$ cat config.mk
export PLATFORM = sky130hd
export DESIGN_NAME = channel_delay_line
export DESIGN_NICKNAME = d
export VERILOG_FILES = /design/src/rtl/delay_line_pkg.sv /design/src/rtl/channel_delay_tap.sv /design/src/rtl/channel_delay_line.sv
export SDC_FILE = /design/constraint.sdc
export NUM_CORES = 1
export LEC_CHECK = 0
export ABC_AREA = 0
export ABC_CLOCK_PERIOD_IN_PS = 6060
export BUFFER_PORTS_ARGS = -buffer_cell sky130_fd_sc_hd__buf_2
export CORE_MARGIN = 2
export CORE_UTILIZATION = 54
export CTS_CLUSTER_SIZE = 28
export DETAILED_ROUTE_END_ITERATION = 8
export PLACE_DENSITY = 0.71
export SLEW_MARGIN = 20
export SYNTH_ARGS = -nofsm -noshare
export SYNTH_HDL_FRONTEND = slang
export SYNTH_SLANG_ARGS = --single-unit
$ cat constraint.sdc
create_clock -name Clk -period 6.06 [get_ports Clk]
set_clock_uncertainty 0.2 [all_clocks]
set_input_delay 1.212 -clock Clk [delete_from_list [all_inputs] [get_ports Clk]]
set_output_delay 1.212 -clock Clk [all_outputs]
set_load 0.005 [all_outputs]
$ cat src/rtl/delay_line_pkg.sv
// rtl/delay_line_pkg.sv - shared types and helpers for the channel delay line
package delay_line_pkg;

    // Config fields are carried at a fixed generous width and narrowed at the point of use
    localparam int CFG_FW = 8;

    typedef enum logic {
        IDLE,
        BLANK
    } state_t;

    typedef struct packed {
        logic [CFG_FW-1:0] chan;
        logic [CFG_FW-1:0] delay;
        logic [CFG_FW-1:0] width;
    } cfg_t;

    function automatic int cbits_for(input int n);
        return (n > 1) ? $clog2(n) : 1;
    endfunction

endpackage

$ cat src/rtl/channel_delay_tap.sv
// rtl/channel_delay_tap.sv - one channel: shift register, tap mux, pulse stretcher and blank mask
module channel_delay_tap
    import delay_line_pkg::*;
#(
    parameter int DEPTH = 16,
    parameter int DBITS = 4,
    parameter int WBITS = 4
) (
    input  logic             clk,
    input  logic             rst,
    input  logic             chan_in,
    input  logic [DBITS-1:0] delay,
    input  logic [WBITS-1:0] width,
    input  logic             kill,
    output logic             dout
);

    logic [DEPTH-1:0] sr_q, sr_d;
    logic [WBITS-1:0] cnt_q, cnt_d;
    logic             tap_prev_q, tap_prev_d;
    logic             out_q, out_d;
    logic             tap;

    always_comb begin
        sr_d       = {sr_q[DEPTH-2:0], chan_in};
        tap        = (delay == '0) ? chan_in : sr_q[delay - DBITS'(1)];
        tap_prev_d = tap;
        cnt_d      = '0;
        out_d      = 1'b0;
        // kill holds the output and stretch counter at zero while the pipeline refills
        if (!kill) begin
            if (width == '0) begin
                out_d = tap;
            end else begin
                if (tap && !tap_prev_q) begin
                    cnt_d = width;
                end else if (cnt_q != '0) begin
                    cnt_d = cnt_q - WBITS'(1);
                end
                out_d = (cnt_d != '0);
            end
        end
    end

    always_ff @(posedge clk or posedge rst) begin
        if (rst) begin
            sr_q       <= '0;
            cnt_q      <= '0;
            tap_prev_q <= 1'b0;
            out_q      <= 1'b0;
        end else begin
            sr_q       <= sr_d;
            cnt_q      <= cnt_d;
            tap_prev_q <= tap_prev_d;
            out_q      <= out_d;
        end
    end

    assign dout = out_q;

endmodule

$ cat src/rtl/channel_delay_line.sv
// rtl/channel_delay_line.sv - per-channel programmable delay/stretch with config FSM and blanking
module channel_delay_line
    import delay_line_pkg::*;
#(
    parameter int NCHAN = 4,
    parameter int DEPTH = 16,
    parameter int WBITS = 4,
    parameter int DBITS = $clog2(DEPTH),
    parameter int CBITS = cbits_for(NCHAN)
) (
    input  logic             Clk,
    input  logic             Rst,
    input  logic [NCHAN-1:0] Channels,
    input  logic             CfgValid,
    output logic             CfgReady,
    input  logic [CBITS-1:0] CfgChan,
    input  logic [DBITS-1:0] CfgDelay,
    input  logic [WBITS-1:0] CfgWidth,
    output logic [NCHAN-1:0] DlayChann,
    output logic             Busy
);

    localparam int BCW = $clog2(DEPTH) + 1;

    state_t                      state_q, state_d;
    logic [BCW-1:0]              bcnt_q, bcnt_d;
    logic [CBITS-1:0]            bchan_q, bchan_d;
    logic [NCHAN-1:0][DBITS-1:0] delay_q, delay_d;
    logic [NCHAN-1:0][WBITS-1:0] width_q, width_d;
    logic [NCHAN-1:0]            kill;
    cfg_t                        req;
    logic                        wr;

    always_comb begin
        req = '{chan: CFG_FW'(CfgChan), delay: CFG_FW'(CfgDelay), width: CFG_FW'(CfgWidth)};
        // out-of-range requests still complete the handshake but touch nothing
        wr      = CfgValid && (state_q == IDLE) && (req.chan < CFG_FW'(NCHAN));
        state_d = state_q;
        bcnt_d  = bcnt_q;
        bchan_d = bchan_q;
        delay_d = delay_q;
        width_d = width_q;
        kill    = '0;
        case (state_q)
            IDLE: begin
                if (wr) begin
                    state_d = BLANK;
                    bcnt_d  = BCW'(DEPTH);
                    bchan_d = CBITS'(req.chan);
                end
            end
            BLANK: begin
                bcnt_d = bcnt_q - BCW'(1);
                if (bcnt_q == BCW'(1)) begin
                    state_d = IDLE;
                end
            end
        endcase
        for (int i = 0; i < NCHAN; i++) begin
            if (wr && (req.chan == CFG_FW'(i))) begin
                delay_d[i] = DBITS'(req.delay);
                width_d[i] = WBITS'(req.width);
                kill[i]    = 1'b1;
            end
            if ((state_q == BLANK) && (bchan_q == CBITS'(i))) begin
                kill[i] = 1'b1;
            end
        end
    end

    always_ff @(posedge Clk or posedge Rst) begin
        if (Rst) begin
            state_q <= IDLE;
            bcnt_q  <= '0;
            bchan_q <= '0;
            delay_q <= '0;
            width_q <= '0;
        end else begin
            state_q <= state_d;
            bcnt_q  <= bcnt_d;
            bchan_q <= bchan_d;
            delay_q <= delay_d;
            width_q <= width_d;
        end
    end

    assign CfgReady = (state_q == IDLE);
    assign Busy     = (state_q == BLANK);

    for (genvar g = 0; g < NCHAN; g++) begin : g_chan
        channel_delay_tap #(
            .DEPTH(DEPTH),
            .DBITS(DBITS),
            .WBITS(WBITS)
        ) u_tap (
            .clk    (Clk),
            .rst    (Rst),
            .chan_in(Channels[g]),
            .delay  (delay_q[g]),
            .width  (width_q[g]),
            .kill   (kill[g]),
            .dout   (DlayChann[g])
        );
    end

endmodule

==> flow_metrics.py <==
metrics = {
    "run_status": {
        "status": "finished, final reports clean",
    },
    "cts": {
        "root_buffer": "clkbuf_8",
        "hold_buffers": 0,
        "clk_pin_slew_ps": 60,
        "cts_buffer_depth": 2,
        "clock_latency_ps": 530,
        "cts_tree": "built",
        "postCtsSetupRepairBufs": 0,
        "cts_resized": 0,
        "numCtsBuffers": 17,
        "htree_levels": 4,
        "clkSinkCount": 128,
    },
    "synth": {
        "synth_common_cells": "dfrtp_1 (128), nand2_1 (34), inv_1 (31)",
        "synth_cells": 446,
        "synth_area_um2": 5620,
        "async_reset_ff_frac": 1.00,
        "synth_fp_nets": 477,
        "syn_area_per_cell_um2": 12.6,
        "synth.distinct_cells": 50,
        "synth_top_area_cell": "dfrtp_1",
        "ys_ff_latch": 128,
        "synthTopCellsByArea": "dfrtp_1 (57%), mux2_2 (5.8%), mux4_2 (4.8%), ha_1 (3.1%), nand2_1 (2.3%)",
        "ys.flop_type": "dfrtp_1",
        "synth_enable_flop_cells": 0,
        "yosys_warnings": 0,
        "seq_area_frac_synth": 0.570,
        "synth.most_common_cell": "dfrtp_1",
        "yosysTopAreaCellShare": 0.570,
    },
    "drt": {
        "dr.pass1.iters": 4,
        "drc": 0,
        "drt_wl_total_mm": 10.7,
        "postRouteAntennaNets": 0,
        "vias": 3610,
        "drt_iter0_drc": 159,
        "wl_per_cell_um": 17.1,
        "viasPerCell": 5.76,
    },
    "worst_setup_path": {
        "worstPathArrival_ps": 1520,
        "end_kind": "output port",
        "worstReg2RegEnd": "g_chan[0].u_tap.cnt_q[1]$_DFF_PP0_",
        "worstPathCellList": "inv_1 > buf_2",
        "crit_path_end": "CfgReady",
        "r2r_setup_slack_ps": 3230,
        "crit_path_top_delay_cell": "dfrtp_1",
        "start_kind": "flop",
        "path_max_fanout": 11,
        "path_depth": 2,
        "r2r_start": "delay_q[0]$_DFFE_PP0P_",
        "reg2reg_depth": 7,
        "worstPathRequired_ps": 4650,
        "slowest_delay_ps": 570,
        "critPathBufInv": 2,
        "cp_top_family": "flip-flops",
        "startpoint": "Busy$_DFF_PP0_",
        "path_class": "flop to output port",
    },
    "global_routing": {
        "grt_pass1_vias": 3862,
        "grt_pass1_wl_mm": 18.6,
        "antenna_found_initial": 0,
        "grt_max_degree": 80,
        "grt_use_total": 0.218,
        "overflow": 0,
    },
    "die": {
        "die_w_um": 106,
        "core_area_um2": 10200,
        "die_area_um2": 11200,
        "die_h_um": 106,
        "start_util": 0.549,
        "io_pins": 23,
        "num_rows": 37,
    },
    "final_layout": {
        "antenna_cells": 0,
        "fill_cells": 781,
        "drive_above_1_share": 0.220,
        "multiInputGateArea_um2": 2250,
        "area_growth_syn_to_layout_pct": 15.1,
        "seq_area_um2": 3200,
        "final_nets": 509,
    },
    "power": {
        "total_leakage_power_uw": 0.00291,
        "clkPwrFrac": 0.278,
        "swShare": 0.344,
        "pwr-share-comb": 0.374,
        "vdd_drop_max_mv": 0.332,
        "switchingPower_uw": 1250,
        "p_total_uw": 3630,
        "powerDensity_nw_per_um2": 562,
        "p_int_uw": 2380,
        "seq_power_share": 0.348,
    },
    "sta": {
        "slew_headroom": 0.371,
        "max_freq_ghz": 0.341,
        "fin_crit_sh": 0.484,
        "tightest_slew_ps": 943,
        "fin_setup_tns_ps": 0,
        "rsz0062_at_grt": "no",
        "hold_viol_final": 0,
        "layout_min_cycle_time_ps": 2940,
        "setup_violations": 0,
        "report.final.slew_viol_count": 0,
    },
    "hold_path": {
        "hold_path.class": "flop to flop",
    },
    "placement": {
        "port_buffers": 22,
        "gp_congestion": 0.787,
        "hpwl_mm": 7.41,
    },
    "flow_run": {
        "drv_cap": 0,
    },
}
==> layout make-up <==
class                   count  share of cell area
clock buffers              23              0.0721
clock inverters             9              0.0203
inverters                  31              0.0184
multi-input cells         275               0.347
flip-flops and latches    128               0.495
well taps                 136              0.0263
repair buffers             25              0.0205
==> cells in the final DEF, fill, tap and decap left out, types with 5 or more instances in the layout <==
master     netlist  final
dfrtp_1        128    128
nand2_1         34     34
inv_1           31     30
mux2_2          29     29
buf_2            2     22
o21ai_0         19     19
a21oi_1         18     18
clkbuf_16        0     16
nor2_1          14     14
ha_1            14     14
mux4_2          12     12
mux2i_1         12     12
nor3_1          11     11
nor3b_1          8      8
o31ai_1          8      8
or4_1            8      8
a211oi_1         7      7
nor2b_1          6      6
nand3_1          6      6
and2_1           5      5
==> worst reg2reg max path: stages (launching register included) <==
cell and delay [ps]:
dfrtp_1 540, inv_1 130, ha_1 420, mux4_2 330, mux2i_1 230, o22ai_1 200
or4_1 540, a21oi_1 160
==> per-layer routing <==
layer	global-route usage	wire length, µm	share of wire
met1	0.275	4810	0.45
met2	0.351	5340	0.50
met3	0.0693	345	0.032
met4	0.0940	244	0.023
met5	0	0	0
==> how the worst min path moves through the flow <==
| stage | startpoint | endpoint | slack (ps) | cells past startpoint |
|---|---|---|---|---|
| 5_1_grt | g_chan[3].u_tap.sr_q[1]$_DFF_PP0_ | g_chan[3].u_tap.sr_q[2]$_DFF_PP0_ | 180 | 0 |
| 3_3_place_gp | g_chan[3].u_tap.sr_q[1]$_DFF_PP0_ | g_chan[3].u_tap.sr_q[2]$_DFF_PP0_ | 150 | 0 |
| 6_report | g_chan[1].u_tap.sr_q[14]$_DFF_PP0_ | g_chan[1].u_tap.sr_q[15]$_DFF_PP0_ | 170 | 0 |
| 2_1_floorplan | g_chan[1].u_tap.sr_q[10]$_DFF_PP0_ | g_chan[1].u_tap.sr_q[11]$_DFF_PP0_ | 150 | 0 |
| 3_5_place_dp | g_chan[1].u_tap.sr_q[5]$_DFF_PP0_ | g_chan[1].u_tap.sr_q[6]$_DFF_PP0_ | 150 | 0 |
| 4_1_cts | g_chan[1].u_tap.sr_q[4]$_DFF_PP0_ | g_chan[1].u_tap.sr_q[5]$_DFF_PP0_ | 170 | 0 |
==> through the flow <==
step                cell area [µm²]  setup WS, ps   util  std cells  hold WS, ps
floorplan                      5620          1240      -        446          146
global placement               5860          2990  0.573        595          154
detailed placement             5860          2840  0.573        595          154
CTS                            6460          3130  0.632        627          171
global route                   6470          3050  0.632        627          177
finish                         6470          3120  0.632        627          168
==> power by group through the flow <==
stage	combinational [µW]	sequential (µW)	clock, µW
after floorplan	1150	1180	0
after global placement	1290	1260	0
after detailed placement	1350	1280	0
after CTS	1370	1260	1040
after global routing	1520	1300	1070
final	1360	1260	1010
==> cell families (layout without fill, tap and decap cells) <==
family	Yosys count	count (layout)	synth area share
flip-flops	128	128	0.570
AND/OR/NAND/NOR	116	116	0.111
AO/OA/AOI/OAI	78	78	0.0917
multiplexers	58	58	0.149
buffers and inverters	43	88	0.0332
adder cells (fa/ha/maj)	15	15	0.0329
XOR/XNOR	8	8	0.0125
==> flip-flops by register name, indices dropped and copies added, names as in the netlist <==
register,count
g_chan.u_tap.tap_prev_q,4
Busy,1
delay_q,16
g_chan.u_tap.cnt_q,16
bchan_q,2
bcnt_q,5
g_chan.u_tap.dout,4
width_q,16
g_chan.u_tap.sr_q,64
Note: power is estimated with default switching activity, not from simulation.
